==> config.mk <==
export PLATFORM = sky130hd
export DESIGN_NAME = commit_rob
export DESIGN_NICKNAME = d
export VERILOG_FILES = /design/src/rtl/offnariscv_pkg.sv /design/src/rtl/commit_rob.sv
export SDC_FILE = /design/constraint.sdc
export NUM_CORES = 2
export LEC_CHECK = 0
export BUFFER_PORTS_ARGS = -buffer_cell sky130_fd_sc_hd__buf_2
export CAP_MARGIN = 20
export CELL_PAD_IN_SITES_DETAIL_PLACEMENT = 1
export CELL_PAD_IN_SITES_GLOBAL_PLACEMENT = 1
export CORE_MARGIN = 2
export CORE_UTILIZATION = 35
export DETAILED_ROUTE_END_ITERATION = 10
export PLACE_DENSITY_LB_ADDON = 0.1
export SLEW_MARGIN = 25
export SYNTH_ARGS = -nofsm -noshare
export SYNTH_HDL_FRONTEND = slang
export SYNTH_SLANG_ARGS = --single-unit
==> constraint.sdc <==
create_clock -name clk -period 4.8 [get_ports clk]
set_input_delay 0.24 -clock clk [delete_from_list [all_inputs] [get_ports clk]]
set_output_delay 0.24 -clock clk [all_outputs]
set_load 0.01 [all_outputs]
==> src/rtl/offnariscv_pkg.sv <==
// Shared core definitions: datapath width, default ROB depth and the
// reorder-buffer entry layout.
package offnariscv_pkg;

  localparam int XLEN      = 32;
  localparam int ROB_DEPTH = 8;

  typedef struct packed {
    logic [4:0]      rd;
    logic [XLEN-1:0] pc;
    logic [XLEN-1:0] data;
    logic [XLEN-1:0] target;
    logic            done;
    logic            redirect;
  } rob_entry_t;

endpackage

==> src/rtl/commit_rob.sv <==
// In-order commit reorder buffer: allocates at the tail, takes out-of-order
// completions from NUM_EU channels and retires from the head, flushing on redirect.
module commit_rob #(
  parameter int  DEPTH  = offnariscv_pkg::ROB_DEPTH,
  parameter int  NUM_EU = 4,
  parameter int  XLEN   = offnariscv_pkg::XLEN,
  localparam int TAG_W  = $clog2(DEPTH)
) (
  input  logic                     clk,
  input  logic                     rst,
  input  logic                     alloc_valid,
  output logic                     alloc_ready,
  input  logic [4:0]               alloc_rd,
  input  logic [XLEN-1:0]          alloc_pc,
  output logic [TAG_W-1:0]         alloc_tag,
  input  logic [NUM_EU-1:0]        eu_valid,
  input  logic [NUM_EU*TAG_W-1:0]  eu_tag,
  input  logic [NUM_EU*XLEN-1:0]   eu_data,
  input  logic [NUM_EU-1:0]        eu_redirect,
  input  logic [NUM_EU*XLEN-1:0]   eu_target,
  output logic                     commit_valid,
  input  logic                     commit_ready,
  output logic [4:0]               commit_rd,
  output logic [XLEN-1:0]          commit_data,
  output logic [XLEN-1:0]          commit_pc,
  output logic                     redirect_valid,
  output logic [XLEN-1:0]          redirect_pc,
  output logic [TAG_W:0]           count
);
  import offnariscv_pkg::rob_entry_t;

  // Handshakes: a transfer happens on a cycle where valid && ready; valid never
  // depends on ready, and alloc_ready never depends on commit_ready.
  localparam logic [TAG_W:0] FULL_CNT = (TAG_W+1)'(DEPTH);

  rob_entry_t        r_rob [DEPTH];
  logic [TAG_W-1:0]  r_head;
  logic [TAG_W-1:0]  r_tail;
  logic [TAG_W:0]    r_count;

  logic              w_head_live;
  logic              w_alloc_fire;
  logic              w_commit_fire;
  logic              w_flush;
  logic [TAG_W-1:0]  w_eu_tag [NUM_EU];
  logic [TAG_W-1:0]  w_eu_off [NUM_EU];
  logic [NUM_EU-1:0] w_eu_take;

  assign w_head_live    = (r_count != '0) && r_rob[r_head].done;
  assign commit_valid   = w_head_live;
  assign redirect_valid = w_head_live && r_rob[r_head].redirect;
  assign alloc_ready    = (r_count != FULL_CNT) && !redirect_valid;
  assign alloc_tag      = r_tail;
  assign commit_rd      = r_rob[r_head].rd;
  assign commit_data    = r_rob[r_head].data;
  assign commit_pc      = r_rob[r_head].pc;
  assign redirect_pc    = r_rob[r_head].target;
  assign count          = r_count;

  assign w_alloc_fire  = alloc_valid && alloc_ready;
  assign w_commit_fire = commit_valid && commit_ready;
  assign w_flush       = w_commit_fire && r_rob[r_head].redirect;

  // A tag is live when its distance from the head is below the occupancy.
  always_comb begin
    for (int i = 0; i < NUM_EU; i++) begin
      w_eu_tag[i]  = eu_tag[i*TAG_W +: TAG_W];
      w_eu_off[i]  = w_eu_tag[i] - r_head;
      w_eu_take[i] = eu_valid[i] && ({1'b0, w_eu_off[i]} < r_count)
                     && !r_rob[w_eu_tag[i]].done;
    end
  end

  always_ff @(posedge clk or negedge rst) begin
    if (!rst) begin
      for (int e = 0; e < DEPTH; e++) r_rob[e] <= '0;
    end else if (w_flush) begin
      for (int e = 0; e < DEPTH; e++) begin
        r_rob[e].done     <= 1'b0;
        r_rob[e].redirect <= 1'b0;
      end
    end else begin
      if (w_alloc_fire) begin
        r_rob[r_tail].rd       <= alloc_rd;
        r_rob[r_tail].pc       <= alloc_pc;
        r_rob[r_tail].done     <= 1'b0;
        r_rob[r_tail].redirect <= 1'b0;
      end
      // Walk channels high to low so the lowest index lands last on a shared tag.
      for (int i = NUM_EU - 1; i >= 0; i--) begin
        if (w_eu_take[i]) begin
          r_rob[w_eu_tag[i]].data     <= eu_data[i*XLEN +: XLEN];
          r_rob[w_eu_tag[i]].target   <= eu_target[i*XLEN +: XLEN];
          r_rob[w_eu_tag[i]].redirect <= eu_redirect[i];
          r_rob[w_eu_tag[i]].done     <= 1'b1;
        end
      end
    end
  end

  always_ff @(posedge clk or negedge rst) begin
    if (!rst) begin
      r_head  <= '0;
      r_tail  <= '0;
      r_count <= '0;
    end else if (w_flush) begin
      r_head  <= r_head + 1'b1;
      r_tail  <= r_head + 1'b1;
      r_count <= '0;
    end else begin
      if (w_commit_fire) r_head <= r_head + 1'b1;
      if (w_alloc_fire)  r_tail <= r_tail + 1'b1;
      case ({w_alloc_fire, w_commit_fire})
        2'b10:   r_count <= r_count + 1'b1;
        2'b01:   r_count <= r_count - 1'b1;
        default: r_count <= r_count;
      endcase
    end
  end

endmodule

==> reports/qor.txt <==
CP max stage delay - 0.83 ns
Nets - 6850
RePlAce Congestion - 0.845
Crit. End Element - flop
Die ar. - 172000 um2
Compound-cell area share of the yosys netlist - 0.255
CTS Buf Count - 106
Largest family of logic cells by synthesized area - compound AO/OA/AOI/OAI gates
Initial Util - 0.353
Syn avg cell area - 9.37 um2
Antenna-violating nets left - 0
Sequential cell area fraction in the yosys report - 0.353
Clk_skew - 0.0706 ns
Clk sinks - 834
Async set-reset flop share out of synthesis - 1.00
R2R Path Start - r_head[1]$_DFFE_PN0P_
Net count after synthesis - 6652
Final Core Density - 0.422
Core Area - 168000 um2
Slew Viols, Final - 0
Top-count cell post-synth - dfrtp_1
Status - complete, no violations
Post-synthesis mux area share - 0.220
Worst Hold Class - input port to flop
Synth cell count leaders - 834 x dfrtp_1, 643 x o21ai_0, 595 x clkbuf_1
Layout cells sized above 1 - 0.218
Htree depth - 3
Synth Register Bits - 834
Crit-path cells - inv_1, fa_1, ha_1, a21boi_1, o31a_2, or4_4, buf_12, mux2i_1, a211o_1, a31oi_1, dlygate4sd3_1
R2r setup slk - 0.07 ns
Worst-case clock buffer depth - 3
Sw Ratio - 0.448
Fin crit period - 4.73 ns
Top-area cell type share of the netlist area - 0.353
Antenna violations before repair - 42
Synthesized cell area - 59200 um2
Largest net degree at the start of global routing - 165
Synth area leader - dfrtp_1
Port bufs - 427
Maximum clock rate - 0.211 GHz
Comb pwr share - 0.566
Place WS - 0.437 ns
Hold depth - 5
# fillers - 18600
Reg power frac - 0.268
Xor/xnor share of the synthesized area - 0.00222
Crit-path max FO - 21
Maximum VDD drop - 825 uV
Global-route wire length before repair - 445 mm
Setup crit start kind - flop
Post-synth EDFFs - 0
DRC violations left - 0
R2R depth - 11
Final hold vios - 0
Die H - 415 um
Period Utilization, post-route - 0.986
Slew @ Worst Pin - 1.15 ns
Top post-synthesis cells by area - dfrtp_1 35%, mux4_2 7.8%, mux2_2 6.8%
TritonCTS clock tree - built
Clk pin slew, worst setup/hold paths - 0.07 ns
Remaining Overflow, GRT - 0
Critical Path AT - 5.44 ns
Pleak - 31.2 nW
Req. time, crit path - 5.51 ns
Internal - 28.2 mW
GRT Util Overall - 0.344
Vias per cell - 6.74
Drt first pass iters - 8
Slew HR - 0.236
Worst Hold End - r_rob[545]$_DFFE_PN0N_
Adder-Cell Fraction of Synth Area - 0.00507
Via Count - 59500
Post-Route WL - 307 mm
Ys flop type - dfrtp_1
Final setup fails - 0
Hold Slack - 0.0360 ns
Post-DP HPWL - 172 mm
P_sw - 22.8 mW
Power share of the clock group - 0.167
I/O pin count - 428
Final worst slack - 0.0684 ns
Slowest CP cell - or4_4
Combined area of the multi-input logic cells - 35200 um2
Cells after Synth - 6314
Yosys cell types - 73
Total of max-cap violations - 0
Area occupied by registers - 20900 um2
Synthesis warning total - 0
Simple-Gate Fraction of Synth Area - 0.104
Width of the chip - 415 um
HP Start - eu_target[124]
Pwr/cell area - 721 nW/um2
Clk_lat worst skew - 0.80 ns
Syn-to-layout area delta - 19.6%
Vias in the first global route - 61200
Wire per inst - 34.8 um
CTS Root Cell - clkbuf_16
Drt initial violations - 6104
WS Path Type - flop to flop
Critical R2R Capture - r_rob[434]$_DFFE_PN0N_
Site Rows - 150
-- area by class of cell --
| cell class | count | area share |
|---|---|---|
| Clock buffer | 164 | 0.0450 |
| Tap cell | 2204 | 0.0390 |
| Timing Repair Buffer | 981 | 0.116 |
| Inverter | 17 | 0.000902 |
| Multi-Input combinational cell | 4572 | 0.497 |
| Clock inverter | 30 | 0.00601 |
| Antenna cell | 27 | 0.000955 |
| Sequential cell | 834 | 0.295 |
-- cell families after synthesis --
family | count (synthesis)
buf+inv | 910
flops | 834
simple gates | 1388
xor+xnor | 15
mux | 997
compound gates | 2149
fa+ha+maj | 21
-- placed cells by master, fill, tap and decap left out, types with 65 or more instances in the layout --
cell type      instances
nand2b_1              76
a211oi_1              76
dlygate4sd3_1        347
a31oi_1              330
mux2_2               357
mux2i_1              392
nand2_1              413
a311o_1              256
a21oi_1              150
nand3_1              134
o21ai_0              643
a22o_1                67
buf_12                78
nor2_1               531
buf_4                122
dfrtp_1              831
buf_2                425
a221oi_1              69
o211ai_1              65
a211o_1              320
mux4_2               205
and3_1               137
clkbuf_16            107
-- layer usage --
metal,share of wire,vias up,GRT usage
met5,0.00012,-,0
met4,0.046,6,0.145
li1,-,24400,-
met3,0.073,723,0.0546
met2,0.47,3124,0.560
met1,0.41,31200,0.452
-- power groups by stage --
stage / Combinational [mW] / Clock, mW / Sequential, mW
floorplan: 18.3 / 0 / 12.4
global placement: 27.0 / 0 / 13.4
detailed placement: 27.5 / 0 / 13.6
CTS: 28.3 / 8.66 / 13.5
global route: 30.5 / 8.91 / 14.0
finish: 28.9 / 8.51 / 13.7
-- worst max-delay path by stage --
stage,to,cells past startpoint,start,slack (ns)
6_report,r_rob[434]$_DFFE_PN0N_,11,r_head[1]$_DFFE_PN0P_,0.07
5_1_grt,r_rob[161]$_DFFE_PN0N_,14,r_head[1]$_DFFE_PN0P_,-0.01
4_1_cts,r_rob[226]$_DFFE_PN0N_,11,r_head[1]$_DFFE_PN0P_,0.02
3_5_place_dp,r_rob[50]$_DFFE_PN0N_,11,r_head[1]$_DFFE_PN0P_,0.44
3_3_place_gp,r_rob[52]$_DFFE_PN0N_,11,r_head[1]$_DFFE_PN0P_,0.52
2_1_floorplan,r_rob[157]$_DFFE_PN0N_,18,r_head[1]$_DFFE_PN0P_,0.005
-- metrics by stage --
step           power, mW  cell area (um2)  instances  TNS (ns)
2_1_floorplan       30.7            59200       6314         0
4_1_cts             50.4            70500       8784         0
3_5_place_dp        41.1            63400       8243         0
6_report            51.0            70800       8829         0
3_3_place_gp        40.4            63400       8243         0
5_1_grt             53.4            70800       8824   -0.0340
-- critical path, delay by kind of cell, from the launching register on --
family,cells,cell delay [ns]
buffers and inverters,3,1.16
AO/OA/AOI/OAI,4,1.13
AND/OR/NAND/NOR,1,0.83
adder cells (fa/ha/maj),2,0.76
flip-flops,1,0.56
multiplexers,1,0.15
-- what timing repair did --
action / in CTS / in global routing
setup endpoints to repair: 0 / 40
setup buffers: 0 / 15
hold buffers: 347 / 0
gates resized for setup: 0 / 9
endpoints found under the hold margin: 910 / 0
Power figures use the tool's default switching activity.
